### config.mk
export PLATFORM = sky130hd
export DESIGN_NAME = seq_comparator
export DESIGN_NICKNAME = d
export VERILOG_FILES = /design/src/rtl/cmp_pkg.sv /design/src/rtl/chunk_compare.sv /design/src/rtl/seq_comparator.sv
export SDC_FILE = /design/constraint.sdc
export NUM_CORES = 1
export LEC_CHECK = 0
export CORE_MARGIN = 10
export CORE_UTILIZATION = 51
export CTS_CLUSTER_DIAMETER = 40
export DETAILED_ROUTE_END_ITERATION = 10
export PLACE_DENSITY_LB_ADDON = 0.2
export SLEW_MARGIN = 10
export SYNTH_ARGS = -nofsm -noshare
export SYNTH_HDL_FRONTEND = slang
export SYNTH_HIERARCHICAL = 1
export SYNTH_SLANG_ARGS = --single-unit
### constraint.sdc
create_clock -name clk -period 7.5 [get_ports clk]
set_clock_uncertainty 0.1 [all_clocks]
set_input_delay 0.75 -clock clk [delete_from_list [all_inputs] [get_ports clk]]
set_output_delay 0.75 -clock clk [all_outputs]
set_load 0.05 [all_outputs]
### src/rtl/cmp_pkg.sv
// Shared definitions for the chunk-serial comparator.
//   NEG, UNS, LT : bit positions inside the 3-bit instr field
//   cmp_state_t  : FSM state encoding (IDLE -> SCAN -> DONE -> IDLE)
package cmp_pkg;

    localparam int NEG = 2;   // invert the final outcome
    localparam int UNS = 1;   // 1 = unsigned operands, 0 = two's complement
    localparam int LT  = 0;   // 1 = less-than test, 0 = equality test

    typedef enum logic [1:0] {
        ST_IDLE = 2'd0,
        ST_SCAN = 2'd1,
        ST_DONE = 2'd2
    } cmp_state_t;

endpackage

### src/rtl/chunk_compare.sv
// Compares one chunk of two operands.
//   a, b : chunk bits of lhs and rhs
//   flip : invert the top bit of both chunks first, which turns an unsigned
//          compare into a two's-complement compare for the MSB chunk
//   eq   : chunks equal
//   lt   : a < b after the optional flip
module chunk_compare #(
    parameter int width = 4
) (
    input  logic [width-1:0] a,
    input  logic [width-1:0] b,
    input  logic             flip,
    output logic             eq,
    output logic             lt
);

    localparam logic [width-1:0] TOP_BIT = width'(1) << (width - 1);

    logic [width-1:0] a_m;
    logic [width-1:0] b_m;

    assign a_m = a ^ (flip ? TOP_BIT : '0);
    assign b_m = b ^ (flip ? TOP_BIT : '0);
    assign eq  = (a_m == b_m);
    assign lt  = (a_m < b_m);

endmodule

### src/rtl/seq_comparator.sv
// Chunk-serial comparator with valid/ready handshakes on both sides.
// The operands are latched on accept and examined one chunk per cycle,
// MSB chunk first; the scan stops at the first differing chunk.
//   clk, rst              : clock, asynchronous active-high reset
//   in_valid/in_ready     : request handshake (instr, lhs, rhs)
//   instr                 : [2] negate, [1] unsigned, [0] less-than (0 = equal)
//   flush                 : synchronous abort of any request or pending result
//   out_valid/out_ready   : result handshake
//   result                : zero-extended 1-bit outcome
//   scan_cycles           : chunks examined to reach the outcome
module seq_comparator
    import cmp_pkg::*;
#(
    parameter int data_size  = 16,
    parameter int chunk_size = 4
) (
    input  logic                                       clk,
    input  logic                                       rst,
    input  logic                                       in_valid,
    output logic                                       in_ready,
    input  logic [2:0]                                 instr,
    input  logic [data_size-1:0]                       lhs,
    input  logic [data_size-1:0]                       rhs,
    input  logic                                       flush,
    output logic                                       out_valid,
    input  logic                                       out_ready,
    output logic [data_size-1:0]                       result,
    output logic [$clog2(data_size/chunk_size):0]      scan_cycles
);

    localparam int NCHUNKS = data_size / chunk_size;
    localparam int SC_W    = $clog2(NCHUNKS) + 1;
    // At least one bit so the single-chunk configuration still has an index.
    localparam int IDX_W   = (NCHUNKS > 1) ? $clog2(NCHUNKS) : 1;
    localparam logic [IDX_W-1:0] LAST_IDX = IDX_W'(NCHUNKS - 1);

    cmp_state_t          state_reg,  state_next;
    logic [2:0]          instr_reg,  instr_next;
    logic [data_size-1:0] lhs_reg,   lhs_next;
    logic [data_size-1:0] rhs_reg,   rhs_next;
    logic [IDX_W-1:0]    idx_reg,    idx_next;
    logic [data_size-1:0] result_reg, result_next;
    logic [SC_W-1:0]     scan_reg,   scan_next;

    logic chunk_eq;
    logic chunk_lt;
    logic flip;
    logic outcome_lt;
    logic outcome_eq;

    // The latched operands are shifted left one chunk per cycle, so the
    // chunk under test always sits in the top chunk_size bits.
    assign flip = (idx_reg == '0) && !instr_reg[UNS];

    chunk_compare #(
        .width (chunk_size)
    ) u_chunk (
        .a    (lhs_reg[data_size-1 -: chunk_size]),
        .b    (rhs_reg[data_size-1 -: chunk_size]),
        .flip (flip),
        .eq   (chunk_eq),
        .lt   (chunk_lt)
    );

    // When every chunk matched, chunk_lt is 0 and chunk_eq is 1, which is
    // exactly "not less" / "equal", so the same expressions cover both exits.
    assign outcome_lt = chunk_lt;
    assign outcome_eq = chunk_eq;

    always_comb begin
        state_next  = state_reg;
        instr_next  = instr_reg;
        lhs_next    = lhs_reg;
        rhs_next    = rhs_reg;
        idx_next    = idx_reg;
        result_next = result_reg;
        scan_next   = scan_reg;

        case (state_reg)
            ST_IDLE: begin
                if (in_valid) begin
                    instr_next = instr;
                    lhs_next   = lhs;
                    rhs_next   = rhs;
                    idx_next   = '0;
                    state_next = ST_SCAN;
                end
            end
            ST_SCAN: begin
                if (!chunk_eq || (idx_reg == LAST_IDX)) begin
                    result_next = {{(data_size-1){1'b0}},
                                   instr_reg[NEG] ^ (instr_reg[LT] ? outcome_lt : outcome_eq)};
                    scan_next   = SC_W'(idx_reg) + SC_W'(1);
                    state_next  = ST_DONE;
                end else begin
                    lhs_next = lhs_reg << chunk_size;
                    rhs_next = rhs_reg << chunk_size;
                    idx_next = idx_reg + IDX_W'(1);
                end
            end
            ST_DONE: begin
                if (out_ready) begin
                    state_next = ST_IDLE;
                end
            end
            default: begin
                state_next = ST_IDLE;
            end
        endcase

        // Abort wins over both handshakes; the held result is simply
        // abandoned since out_valid is derived from the state.
        if (flush) begin
            state_next = ST_IDLE;
            idx_next   = '0;
        end
    end

    always_ff @(posedge clk or posedge rst) begin
        if (rst) begin
            state_reg  <= ST_IDLE;
            instr_reg  <= '0;
            lhs_reg    <= '0;
            rhs_reg    <= '0;
            idx_reg    <= '0;
            result_reg <= '0;
            scan_reg   <= '0;
        end else begin
            state_reg  <= state_next;
            instr_reg  <= instr_next;
            lhs_reg    <= lhs_next;
            rhs_reg    <= rhs_next;
            idx_reg    <= idx_next;
            result_reg <= result_next;
            scan_reg   <= scan_next;
        end
    end

    assign in_ready    = (state_reg == ST_IDLE);
    assign out_valid   = (state_reg == ST_DONE);
    assign result      = result_reg;
    assign scan_cycles = scan_reg;

endmodule
### Word level (Yosys, flattened, before mapping)

Cells that the tools add are included.

* register bits: 43
* output and inout bits: 21

* add/sub/neg operators: 2
* magnitude comparators: 1
* eq/ne operators: 10
* mux-type cells: 17
* bitwise gates (word level): 3
* reduce and logical (&&, ||, !) cells: 13

Operator list (number)
* 2-to-1 mux 16 bit: 4
* one-hot mux 16 bit (2 select lines): 2
* 2-to-1 mux 2 bit: 7
* AND reduction 3 bit: 3
* XOR 4 bit: 2
* != test 3 x 2 -> 1 bit, second input constant: 2
* != test 3 bit, second input constant: 2
* one-hot mux 2 bit (3 select lines): 1
* equality test 2 bit, second input constant: 2
* equality test 4 bit: 1
* logical NOT 2 bit: 2
* < comparator 4 bit: 1
* 2-to-1 mux 4 bit: 1
* != test 2 bit, second input constant: 2
* one-hot mux 2 bit (2 select lines): 1
* AND reduction 2 bit: 2
* adder 2 x 1 -> 3 bit, second input constant: 1
* nonzero test 3 bit: 1
* adder 2 x 1 -> 2 bit, second input constant: 1
* equality test 2 x 1 -> 1 bit, second input constant: 1
* logical NOT 1 bit: 2
* nonzero test 2 bit: 1
* logical AND 1 bit: 1
* logical OR 1 bit: 1
* other kinds (2): 2

### Depth between registers and ports, before layout

* depth in word-level cells: 10
* gate-level depth with buffers: 12
* depth with buffers taken out: 10

### By module

Netlist, hierarchy kept.

By module, submodules not included
* seq_comparator: instances 1, cells each 188, area an instance 2080.7 um2, seq. area each 1076.0 um2
* chunk_compare: instances 1, cells each 15, area an instance 113.9 um2, seq. area each 0.0 um2

### Least setup slack after synthesis

OpenSTA, ideal clock, no wires.

* kind: reg2reg
* start point: register idx_reg[0]
* end point: register lhs_reg[4]
* library setup time: 0.132 ns
* arrival: 2.117 ns
* required time: 7.268 ns
* path slack: 5.151 ns
* cell stages (with the launch flop): 13
* path buffers: 2
* period minus slack after synthesis: 2.349 ns
* cells stage by stage: dfrtp_1 -> inv_1 -> ha_1 -> nor2b_1 -> xor2_1 -> ha_1 -> and4_2 -> nand3b_1 -> a21o_1 -> buf_6 -> buf_4 -> nand2_1 -> o21ai_1

* longest elaborated chain between the ends: 9

RTL lines
* start: declaration: RTL line seq_comparator.sv:41 `logic [IDX_W-1:0] idx_reg, idx_next;`
* start signal: assignment: RTL line seq_comparator.sv:133 `idx_reg <= idx_next;`
* logical NOT 2 bit (*): RTL line seq_comparator.sv:53 `assign flip = (idx_reg == '0) && !instr_reg[UNS];`
* logical AND 1 bit (*): RTL line seq_comparator.sv:53
* via flip: RTL line seq_comparator.sv:47 `logic flip;`
* 2-to-1 mux 4 bit (*): RTL line chunk_compare.sv:22, chunk_compare.sv:23
* XOR 4 bit (on tied branches): RTL line chunk_compare.sv:22, chunk_compare.sv:23
* equality test 4 bit (*): RTL line chunk_compare.sv:24 `assign eq = (a_m == b_m);`
* via chunk_eq: RTL line seq_comparator.sv:45 `logic chunk_eq;`
* logical NOT 1 bit (*): RTL line seq_comparator.sv:90 `if (!chunk_eq || (idx_reg == LAST_IDX)) begin`
* logical OR 1 bit (*): RTL line seq_comparator.sv:90
* != test 2 bit (no source line) (*)
* AND reduction 3 bit (no source line) (*)
* end signal: assignment: RTL line seq_comparator.sv:131 `lhs_reg <= lhs_next;`
* end: declaration: RTL line seq_comparator.sv:39 `logic [data_size-1:0] lhs_reg, lhs_next;`

The timed path passes the listed nets; every way through them passes the cells marked *.
A chain may end at the register's enable or synchronous reset.

### Worst setup path in the final report

* start point: register state_reg[1]
* end point: output port out_valid

* longest elaborated chain between the ends: 1

RTL lines
* start: declaration: RTL line seq_comparator.sv:37 `cmp_state_t state_reg, state_next;`
* start signal: assignment: RTL line seq_comparator.sv:129 `state_reg <= state_next;`
* equality test 2 bit: RTL line seq_comparator.sv:140 `assign out_valid = (state_reg == ST_DONE);`
* end: declaration: RTL line seq_comparator.sv:25 `output logic out_valid,`

Every way passes these cells.

==> out/metrics.yaml <==
synthesis.area_sq_um: 2190
area_growth_pct: 21.7
max_stage_delay_ns: 0.83
port_buffers: 45
r2r-start: "idx_reg[0]"
gp_congestion: 0.800
antenna_left: 0
clkTransAtPathRegs_ns: 0.07
start_util_pct: 53.7
async_flop_share_pct: 100
cts_max_level: 2
core_area_sq_um: 4090
period_minus_slack_ns: 2.72
min-delay-start: "scan_cycles[0]"
post_cts_buffers: 0
firstDrtPassIters: 4
cp-start-kind: "flop"
r2r_end: "lhs_reg[3]"
drive_gt1_share_pct: 6.48
finalSetupViolCount: 0
busiest_layer: "met2"
yosys_warnings: 6
nets: 292
grt_pass1_vias: 1623
rsz0062_at_grt: "false"
required_ns: 6.65
vias: 1498
dp_hpwl_mm: 3.08
via_per_inst: 5.04
slowest_stage: "clkdlybuf4s50_1"
max_cap_viol_count: 0
cts_tree: "built"
synth_edf_count: 0
final_util_pct: 65.3
worst_hold_slack_ns: 0.385
clockRootBuffer: "clkbuf_8"
place_inst: 289
grt_max_degree: 59
slew_headroom_pct: 35.2
leakage_uw: 0.00118
grt_pass1_wl_mm: 7.16
first_iter_violations: 66
synthCells: 203
wl_mm: 4.17
synth-seq-area-share_pct: 49.0
finalCritPeriodShare_pct: 36.3
ys_ff_latch: 43
synth_cell_type_count: 32
min_path_cells: 2
io_pins: 61
whs_endpoint: "scan_cycles[0]"
met3_usage_pct: 4.64
maxSlewViolCount: 0
grt_overflow: 0
critPathCaptureType: "output port"
ir_worst_vdd_mv: 0.142
r2r_cells: 10
worst_slew_pin_slew_ns: 0.970
finalHoldViolations: 0
tns_ns: 0
clock-sinks: 43
insertion_delay_ns: 0.29
grt_use_met1_pct: 13.0
outcome: "completed"
die_area_sq_um: 7330
postCtsHoldBufs: 0
fin_cells: 297
antenna_found_initial: 0
track_usage_pct: 11.9
wl_per_cell_microns: 14.0
rows: 23
antenna_cells: 0
met2_usage_pct: 19.8
hp-class: "flop to flop"
cts_resized: 0
crit_fanout: 7
synthFlopType: "dfrtp_1"
cts_buffers: 5
p_per_area_nw_per_um2: 290
die_h_microns: 85.6
cts_buffer_depth: 2
crit_start: "state_reg[1]"
crit_path_cell_trace: "nor2b_1 -> clkdlybuf4s50_1"
fp.dieW_microns: 85.6
max_freq_mhz: 368
crit_type: "flop to output port"
rrSetupSlack_ns: 4.88
syn_area_per_cell_sq_um: 10.8
route.detailed.drc: 0
cp_data_arrival_time_ns: 1.87
placed cells by master, fill, tap and decap left out, types with 4 or more instances in the layout:
cell type / instances
conb_1: 15
ha_1: 6
nor2_1: 4
nand2_1: 28
dfrtp_1: 43
o21ai_1: 24
inv_1: 7
o21ai_0: 4
clkdlybuf4s50_1: 45
mux2i_1: 25
a22o_1: 9
a21oi_1: 5
clkbuf_8: 7
stage by stage:
stage | total power (uW) | worst slack (ns) | area, sq um
final | 773 | 4.78 | 2670
after global routing | 833 | 4.57 | 2670
after CTS | 784 | 4.79 | 2670
after detailed placement | 625 | 4.88 | 2570
after global placement | 619 | 4.95 | 2570
after floorplan | 564 | 5.15 | 2250
layout make-up:
class | count | area, sq um
Fill cell | 348 | 1420
Sequential cell | 43 | 1080
Multi-Input combinational cell | 141 | 936
Timing Repair Buffer | 47 | 465
Clock buffer | 8 | 100
Tap cell | 50 | 62.6
Inverter | 8 | 30.0
worst max-delay path, delay by kind of cell (launching register included):
family                 cells  cell delay (ns)
and+or+nand+nor            1             0.23
buffers and inverters      1             0.83
DFF                        1             0.52
power by group:
group	leakage, uW	switching (uW)	internal (uW)
combinational	0.000598	151	120
clock	0.0000515	73.6	84.0
sequential	0.000536	41.8	302
total	0.00118	267	506
per-layer routing:
metal,vias up,wire length (microns)
li1,750,-
met1,700,1860
met2,39,1940
met3,9,284
met4,0,80
met5,-,0
cells by family (layout without fill, tap and decap cells):
kind of cell             Yosys count  count (layout)  synth area share [%]
other                              1              15                 0.171
multiplexers                      29              29                  14.0
XOR/XNOR                           3               3                  1.20
AND/OR/NAND/NOR                   42              42                  8.72
flip-flops                        43              43                  49.0
buffers and inverters             33              63                  10.9
AO/OA/AOI/OAI                     46              46                  12.5
adder cells (fa/ha/maj)            6               6                  3.42
how the worst max path moves through the flow:
stage,cells after the start,to
after floorplan,12,lhs_reg[4]
after global routing,11,idx_reg[1]
after CTS,2,out_valid
final,2,out_valid
after detailed placement,11,idx_reg[1]
after global placement,11,idx_reg[1]
cell usage after synthesis, types with 2 or more instances:
master,number,area [sq um]
o21ai_1,24,120
o21a_1,2,15.0
a21oi_1,5,25.0
nand2_1,28,105
o21ai_0,4,20.0
a22o_1,9,78.8
dfrtp_1,43,1080
buf_6,3,33.8
mux2_4,3,45.0
xor2_1,2,17.5
mux2i_1,25,250
nor2_1,4,15.0
nor2b_1,2,12.5
buf_4,17,128
ha_1,6,75.1
nand2b_1,2,12.5
inv_1,8,30.0
buf_2,2,10.0
(Power assumes the default switching activity.)
